[config.mk]
export PLATFORM = sky130hd
export DESIGN_NAME = slot_controller
export DESIGN_NICKNAME = d
export VERILOG_FILES = /design/src/rtl/slot_controller.sv
export SDC_FILE = /design/constraint.sdc
export NUM_CORES = 1
export LEC_CHECK = 0
export BUFFER_PORTS_ARGS = -buffer_cell sky130_fd_sc_hd__buf_2
export CORE_MARGIN = 4
export CORE_UTILIZATION = 35
export CTS_BUF_LIST = sky130_fd_sc_hd__clkbuf_8
export DETAILED_ROUTE_END_ITERATION = 7
export PLACE_DENSITY_LB_ADDON = 0.12
export RECOVER_POWER = 50
export SKIP_LAST_GASP = 1
export SYNTH_ARGS = -nofsm -noshare
export SYNTH_HDL_FRONTEND = slang
export SYNTH_SLANG_ARGS = --single-unit
[constraint.sdc]
create_clock -name wb_clk_i -period 1.5 [get_ports wb_clk_i]
set_clock_uncertainty 0.2 [all_clocks]
set_input_delay 0.375 -clock wb_clk_i [delete_from_list [all_inputs] [get_ports wb_clk_i]]
set_output_delay 0.375 -clock wb_clk_i [all_outputs]
set_load 0.03 [all_outputs]
[src/rtl/slot_controller.sv]
// ============================================================================
// slot_controller
// ----------------------------------------------------------------------------
// Wishbone-controlled manager for NSLOTS accelerator slots. Software enables
// slots, kicks them with a START write and observes busy / done / timeout in
// STATUS. Each slot runs a small IDLE/RUN state machine. An optional per-slot
// watchdog aborts a run that exceeds the TMO limit and soft-resets the slot.
//
// Optional feature macro: SLOT_TIMEOUT_EN
//   defined   -> TMO register and per-slot timeout counters are built
//   undefined -> no counters, TMO and timeout bits read 0, a slot leaves RUN
//                only through done or disable
//
// Parameters
//   NSLOTS  number of slots (1..8)
//   TMO_W   width of the timeout counters and limit register (8..32)
//
// Ports
//   wb_clk_i      clock
//   wb_rst_i      synchronous active-high reset
//   wbs_stb_i     Wishbone strobe
//   wbs_cyc_i     Wishbone cycle
//   wbs_we_i      write enable
//   wbs_sel_i     byte selects (unused, writes are full-word)
//   wbs_adr_i     address, [4:2] selects the register
//   wbs_dat_i     write data
//   wbs_ack_o     acknowledge, one cycle
//   wbs_dat_o     read data, valid only while wbs_ack_o is high, else 0
//   slot_start_o  per-slot start pulse
//   slot_rst_o    per-slot soft-reset pulse
//   slot_done_i   per-slot completion (level or pulse)
//   irq_o         level interrupt
//
// Register map (word index)
//   0 CTRL    [NSLOTS-1:0] enable
//   1 START   write 1 to start a slot, reads 0
//   2 STATUS  [7:0] busy, [15:8] done (W1C), [23:16] timeout (W1C)
//   3 TMO     [TMO_W-1:0] timeout limit
//   4 IMASK   [1:0] {timeout_ie, done_ie}
//   5..7      read 0, writes ignored
// ============================================================================
module slot_controller #(
    parameter int NSLOTS = 4,
    parameter int TMO_W  = 16
) (
    input  logic              wb_clk_i,
    input  logic              wb_rst_i,
    input  logic              wbs_stb_i,
    input  logic              wbs_cyc_i,
    input  logic              wbs_we_i,
    input  logic [3:0]        wbs_sel_i,
    input  logic [31:0]       wbs_adr_i,
    input  logic [31:0]       wbs_dat_i,
    output logic              wbs_ack_o,
    output logic [31:0]       wbs_dat_o,
    output logic [NSLOTS-1:0] slot_start_o,
    output logic [NSLOTS-1:0] slot_rst_o,
    input  logic [NSLOTS-1:0] slot_done_i,
    output logic              irq_o
);

    typedef enum logic {
        S_IDLE = 1'b0,
        S_RUN  = 1'b1
    } slot_state_t;

    localparam logic [2:0] A_CTRL   = 3'd0;
    localparam logic [2:0] A_START  = 3'd1;
    localparam logic [2:0] A_STATUS = 3'd2;
    localparam logic [2:0] A_TMO    = 3'd3;
    localparam logic [2:0] A_IMASK  = 3'd4;

    // ------------------------------------------------------------------------
    // Bus handshake: a request is stb & cyc while no ack is outstanding. The
    // request is accepted on that edge (address, direction and data are
    // captured), ack is raised for exactly the following cycle, and the
    // access completes in that ack cycle: a write updates its register on the
    // edge that ends the ack cycle, a read presents data only while ack is
    // high. Because a request is never recognised during the ack cycle, the
    // earliest next access starts after the write has landed.
    // ------------------------------------------------------------------------
    logic        r_ack;
    logic        r_we;
    logic [2:0]  r_idx;
    logic [31:0] r_wdat;
    logic        w_req;
    logic        w_wr_en;

    assign w_req   = wbs_stb_i & wbs_cyc_i & ~r_ack;
    assign w_wr_en = r_ack & r_we;

    always_ff @(posedge wb_clk_i) begin
        if (wb_rst_i) begin
            r_ack  <= 1'b0;
            r_we   <= 1'b0;
            r_idx  <= 3'd0;
            r_wdat <= 32'd0;
        end else begin
            r_ack <= w_req;
            if (w_req) begin
                r_we   <= wbs_we_i;
                r_idx  <= wbs_adr_i[4:2];
                r_wdat <= wbs_dat_i;
            end
        end
    end

    // ------------------------------------------------------------------------
    // Control / status registers
    // ------------------------------------------------------------------------
    logic [NSLOTS-1:0] r_ctrl;
    logic [NSLOTS-1:0] r_done;
    logic [NSLOTS-1:0] r_tmo_st;
    logic [1:0]        r_imask;
    logic              r_irq;

    logic [NSLOTS-1:0] w_start_req;
    logic [NSLOTS-1:0] w_clr_done;
    logic [NSLOTS-1:0] w_clr_tmo;

    assign w_start_req = (w_wr_en && r_idx == A_START)  ? r_wdat[NSLOTS-1:0]  : '0;
    assign w_clr_done  = (w_wr_en && r_idx == A_STATUS) ? r_wdat[8 +: NSLOTS]  : '0;
    assign w_clr_tmo   = (w_wr_en && r_idx == A_STATUS) ? r_wdat[16 +: NSLOTS] : '0;

    // ------------------------------------------------------------------------
    // Per-slot FSM signals. The busy field of STATUS is a direct view of the
    // FSM state vector, so every slot's state is observable over the bus.
    // ------------------------------------------------------------------------
    slot_state_t       r_state     [NSLOTS];
    slot_state_t       w_state_nxt [NSLOTS];
    logic [NSLOTS-1:0] w_busy;
    logic [NSLOTS-1:0] w_start;
    logic [NSLOTS-1:0] w_srst;
    logic [NSLOTS-1:0] w_set_done;
    logic [NSLOTS-1:0] w_set_tmo;
    logic [NSLOTS-1:0] w_expired;

`ifdef SLOT_TIMEOUT_EN
    // ------------------------------------------------------------------------
    // Watchdog: counter clears on start, counts every RUN cycle and saturates.
    // A limit of 0 behaves like 1. The compare uses >= so that lowering TMO
    // below the current count mid-run still expires the slot instead of
    // letting it run until saturation.
    // ------------------------------------------------------------------------
    logic [TMO_W-1:0] r_tmo;
    logic [TMO_W-1:0] r_cnt [NSLOTS];
    logic [TMO_W-1:0] w_lim_m1;

    assign w_lim_m1 = (r_tmo == '0) ? '0 : r_tmo - TMO_W'(1);

    always_comb begin
        w_expired = '0;
        for (int i = 0; i < NSLOTS; i++) begin
            w_expired[i] = (r_cnt[i] >= w_lim_m1);
        end
    end

    always_ff @(posedge wb_clk_i) begin
        if (wb_rst_i) begin
            r_tmo <= '1;
            for (int i = 0; i < NSLOTS; i++) begin
                r_cnt[i] <= '0;
            end
        end else begin
            if (w_wr_en && r_idx == A_TMO) begin
                r_tmo <= r_wdat[TMO_W-1:0];
            end
            for (int i = 0; i < NSLOTS; i++) begin
                if (w_start[i]) begin
                    r_cnt[i] <= '0;
                end else if (r_state[i] == S_RUN && r_cnt[i] != '1) begin
                    r_cnt[i] <= r_cnt[i] + TMO_W'(1);
                end
            end
        end
    end
`else
    assign w_expired = '0;
`endif

    // ------------------------------------------------------------------------
    // Slot FSMs: state register
    // ------------------------------------------------------------------------
    always_ff @(posedge wb_clk_i) begin
        if (wb_rst_i) begin
            for (int i = 0; i < NSLOTS; i++) begin
                r_state[i] <= S_IDLE;
            end
        end else begin
            for (int i = 0; i < NSLOTS; i++) begin
                r_state[i] <= w_state_nxt[i];
            end
        end
    end

    // ------------------------------------------------------------------------
    // Slot FSMs: next state and pulses. Exit priority from RUN is
    // done > timeout > disable, so a completion that coincides with the
    // watchdog or with a disable is reported as done with no soft reset.
    // ------------------------------------------------------------------------
    always_comb begin
        w_start    = '0;
        w_srst     = '0;
        w_set_done = '0;
        w_set_tmo  = '0;
        w_busy     = '0;
        for (int i = 0; i < NSLOTS; i++) begin
            w_state_nxt[i] = r_state[i];
            w_busy[i]      = (r_state[i] == S_RUN);
            case (r_state[i])
                S_IDLE: begin
                    if (w_start_req[i] && r_ctrl[i]) begin
                        w_state_nxt[i] = S_RUN;
                        w_start[i]     = 1'b1;
                    end
                end
                S_RUN: begin
                    if (slot_done_i[i]) begin
                        w_state_nxt[i] = S_IDLE;
                        w_set_done[i]  = 1'b1;
                    end else if (w_expired[i]) begin
                        w_state_nxt[i] = S_IDLE;
                        w_set_tmo[i]   = 1'b1;
                        w_srst[i]      = 1'b1;
                    end else if (!r_ctrl[i]) begin
                        w_state_nxt[i] = S_IDLE;
                        w_srst[i]      = 1'b1;
                    end
                end
                default: begin
                    w_state_nxt[i] = S_IDLE;
                end
            endcase
        end
    end

    // ------------------------------------------------------------------------
    // Register writes and sticky bits (set wins over a same-cycle W1C)
    // ------------------------------------------------------------------------
    always_ff @(posedge wb_clk_i) begin
        if (wb_rst_i) begin
            r_ctrl   <= '0;
            r_done   <= '0;
            r_tmo_st <= '0;
            r_imask  <= 2'b00;
            r_irq    <= 1'b0;
        end else begin
            if (w_wr_en && r_idx == A_CTRL) begin
                r_ctrl <= r_wdat[NSLOTS-1:0];
            end
            if (w_wr_en && r_idx == A_IMASK) begin
                r_imask <= r_wdat[1:0];
            end
            r_done   <= (r_done & ~w_clr_done) | w_set_done;
            r_tmo_st <= (r_tmo_st & ~w_clr_tmo) | w_set_tmo;
            r_irq    <= (r_imask[0] & (|r_done)) | (r_imask[1] & (|r_tmo_st));
        end
    end

    // ------------------------------------------------------------------------
    // Read mux, driven only during the ack cycle
    // ------------------------------------------------------------------------
    logic [31:0] w_rd;

    always_comb begin
        w_rd = '0;
        if (r_ack) begin
            case (r_idx)
                A_CTRL: begin
                    w_rd[NSLOTS-1:0] = r_ctrl;
                end
                A_STATUS: begin
                    w_rd[NSLOTS-1:0]    = w_busy;
                    w_rd[8 +: NSLOTS]  = r_done;
                    w_rd[16 +: NSLOTS] = r_tmo_st;
                end
                A_TMO: begin
`ifdef SLOT_TIMEOUT_EN
                    w_rd[TMO_W-1:0] = r_tmo;
`else
                    w_rd = '0;
`endif
                end
                A_IMASK: begin
                    w_rd[1:0] = r_imask;
                end
                default: begin
                    w_rd = '0;
                end
            endcase
        end
    end

    // Outputs are forced low while reset is held so that an ack or pulse
    // already in flight when reset arrives is aborted.
    assign wbs_ack_o    = r_ack & ~wb_rst_i;
    assign wbs_dat_o    = wb_rst_i ? 32'd0 : w_rd;
    assign slot_start_o = wb_rst_i ? '0 : w_start;
    assign slot_rst_o   = wb_rst_i ? '0 : w_srst;
    assign irq_o        = r_irq & ~wb_rst_i;

    // Address bits outside [4:2], byte selects and unused write-data bits.
    logic w_unused;
    assign w_unused = ^{wbs_sel_i, wbs_adr_i[31:5], wbs_adr_i[1:0], r_wdat};

endmodule

==> flow_summary.ini <==
[floorplan]
fp.dieArea_um2 = 6430
die_w_um = 80.2
coreArea_um2 = 5070
start_util = 0.359
ioPinCount = 119
die_h_um = 80.2
rows = 26

[status]
outcome = finished, violations left
violations = setup timing

[place]
place_congestion = 0.757
io_buffers = 45
dpl.hpwl_mm = 3.86
dpl-instance-area_um2 = 2560

[finish]
diodes = 0
syn_to_final_growth_pct = 75.0
finalInstanceArea_um2 = 3190
multi_input_area_um2 = 1350
fillerInstances = 429
drive_above_1_share = 0.554
post-route-util = 0.629
seqCellArea_um2 = 737
nets = 390

[yosys]
synthCells = 214
synth_seq_area_share = 0.395
yosys_warnings = 0
ys_ff_latch = 36
synth_area_um2 = 1820
avgSynthCellArea_um2 = 8.52
synth.distinct_cells = 32

[clock_tree]
cts.clk_slew.worst_paths_ns = 0.07
htree_levels = 2
holdBufCountCts = 0
clockBufferDepth = 2
clockRootBuffer = clkbuf_8
tritoncts = done
numCtsBuffers = 5
clock_sinks = 36
clk_latency_ns = 0.29

[drt]
drt-initial-drc-count = 54
via_per_inst = 4.56
remaining_drc_errors = 0
dr.pass1.iters = 4
totalWireLength_mm = 5.28
vias = 1750
wire_per_inst_um = 13.8
ant_nets = 0

[timing]
fmax_mhz = 485
period_share = 1.37
fin_crit_ns = 2.06
rsz0062_at_grt = true
hold_viol_final = 0
maxSlewViolCount = 0
setup_slack_ns = -0.562
setup_violations = 30

[setup_path]
crit_slowest_cell = dfxtp_2
cp_max_fo = 3
max_stage_delay_ns = 0.33
arrival_ns = 1.49
cp-end-kind = primary output
cp_cell_sequence = and2b_1, nor3b_4, buf_4, and2_4, buf_6
path_class = flop to primary output
start_kind = flop
crit_required_ns = 0.92

[global_route]
grt_pass1_wl_mm = 8.05
antenna_found_initial = 0
grt_max_degree = 25
gr-total-overflow = 0
grt_pass1_vias = 1660
globalRouteTotalUtil = 0.163

[power_and_ir_drop]
power.density_nw_per_um2 = 680
ir_drop_v = 0.000448
pwr-share-seq = 0.456
p_clk_frac = 0.385
switching_share = 0.261
internal-power_mw = 1.60
p_switching_mw = 0.567
combPwrFrac = 0.160
power.leakage_nw = 1.28

[min_path]
worstHoldPathType = primary input to flop

[job]
maxCapViolCount = 0
-- power groups by stage --
| stage | clock network (mW) | logic [mW] | registers, mW |
|---|---|---|---|
| floorplan | 0 | 0.217 | 1.01 |
| global placement | 0 | 0.267 | 1.01 |
| detailed placement | 0 | 0.269 | 1.01 |
| CTS | 0.861 | 0.307 | 0.988 |
| global route | 0.904 | 0.370 | 0.990 |
| finish | 0.835 | 0.346 | 0.988 |
-- registers in the layout (all words and copies together) (netlist names) --
signal / cells
r_tmo_st: 4
r_imask: 2
r_state: 4
r_irq: 1
r_idx: 3
r_wdat: 12
r_done: 4
r_ack: 1
r_ctrl: 4
r_we: 1
-- placed cells by master, fill, tap and decap left out, types with 3 or more instances in the layout --
cell       n
buf_2     23
nand2_4    7
and2_4     8
a21oi_2   10
nand2b_1  14
nand2_2    3
buf_6     37
a21oi_1   15
o21a_1     3
nor4b_4    7
clkbuf_8   5
nor3b_1    3
mux2i_1   10
nor3_4     6
a311oi_1   3
dfxtp_1   27
dfxtp_2    7
conb_1    20
buf_4     39
nand2_1   33
-- final timing paths --
kind	start	to	slack, ns	cells after the start
setup / recovery	r_idx[2]	wbs_dat_o[9]	-0.56	5
hold / removal	wbs_dat_i[19]	r_wdat[19]	0.12	3
setup reg to reg	r_idx[0]	r_ctrl[3]	-0.19	7
hold reg to reg	r_wdat[17]	r_tmo_st[1]	0.23	1
-- metrics by stage --
| stage | std cells | setup WS [ns] | total power [mW] | TNS [ns] | hold slack (ns) |
|---|---|---|---|---|---|
| floorplan | 233 | -0.213 | 1.23 | -3.31 | 0.203 |
| global placement | 363 | -0.384 | 1.28 | -8.45 | 0.210 |
| detailed placement | 363 | -0.378 | 1.28 | -8.61 | 0.218 |
| CTS | 378 | -0.626 | 2.16 | -10.06 | 0.107 |
| global route | 384 | -0.646 | 2.26 | -13.45 | 0.108 |
| finish | 384 | -0.562 | 2.17 | -10.77 | 0.116 |
-- repair_timing --
item	4_1_cts	5_1_grt
resized for setup	81	39
pin swaps	13	23
setup endpoints to repair	46	39
buffers inserted	9	6
cloned	0	1
-- cell type report --
type,instances,share of cell area
flip-flops and latches,36,0.231
clock buffers,5,0.0216
well taps,70,0.0275
repair buffers,103,0.284
multi-input cells,166,0.422
clock inverters,3,0.0122
inverters,1,0.00196
-- Yosys cell counts --
cell type / count / area share
and2b_1: 1 / 0.0041
conb_1: 1 / 0.0021
nor4_1: 2 / 0.0069
nand3b_1: 2 / 0.0082
o21a_1: 3 / 0.012
nand2b_1: 15 / 0.051
and3b_1: 1 / 0.0048
nor3b_1: 3 / 0.012
buf_4: 21 / 0.086
and2_1: 8 / 0.027
a2bb2oi_1: 2 / 0.0096
nand4b_1: 1 / 0.0048
nor3b_2: 1 / 0.0069
clkbuf_1: 3 / 0.0062
a21oi_1: 25 / 0.069
nor3_1: 7 / 0.019
and4bb_1: 1 / 0.0069
nor2b_1: 1 / 0.0034
a311oi_1: 4 / 0.019
mux2i_1: 10 / 0.055
nor2_1: 2 / 0.0041
buf_2: 6 / 0.016
nor4b_1: 7 / 0.034
inv_1: 1 / 0.0021
nand4bb_1: 1 / 0.0062
a21boi_1: 1 / 0.0041
nor2_2: 1 / 0.0034
nor4b_4: 1 / 0.013
dfxtp_1: 36 / 0.40
nand2b_4: 1 / 0.0075
o41ai_1: 2 / 0.0096
nand2_1: 43 / 0.089
-- critical path, delay by kind of cell (launching register included) --
| kind | cells | cell delay (ns) |
|---|---|---|
| buf+inv | 2 | 0.28 |
| flops | 1 | 0.33 |
| simple gates | 3 | 0.59 |
-- kinds of logic (layout without fill, tap and decap cells) --
group / after synthesis / after routing / synth area share
compound gates: 37 / 37 / 0.124
mux: 10 / 10 / 0.0549
buf+inv: 31 / 112 / 0.111
flops: 36 / 36 / 0.395
other cells: 1 / 20 / 0.00206
simple gates: 99 / 99 / 0.313
-- metal layers --
| metal | vias to the layer above | wire length (µm) | GRT usage |
|---|---|---|---|
| li1 | 898 | - | - |
| met1 | 806 | 2480 | 0.218 |
| met2 | 44 | 2510 | 0.262 |
| met3 | 2 | 242 | 0.0381 |
| met4 | 0 | 42 | 0.0456 |
| met5 | - | 0 | 0 |
Note: power is estimated with default switching activity, not from simulation.
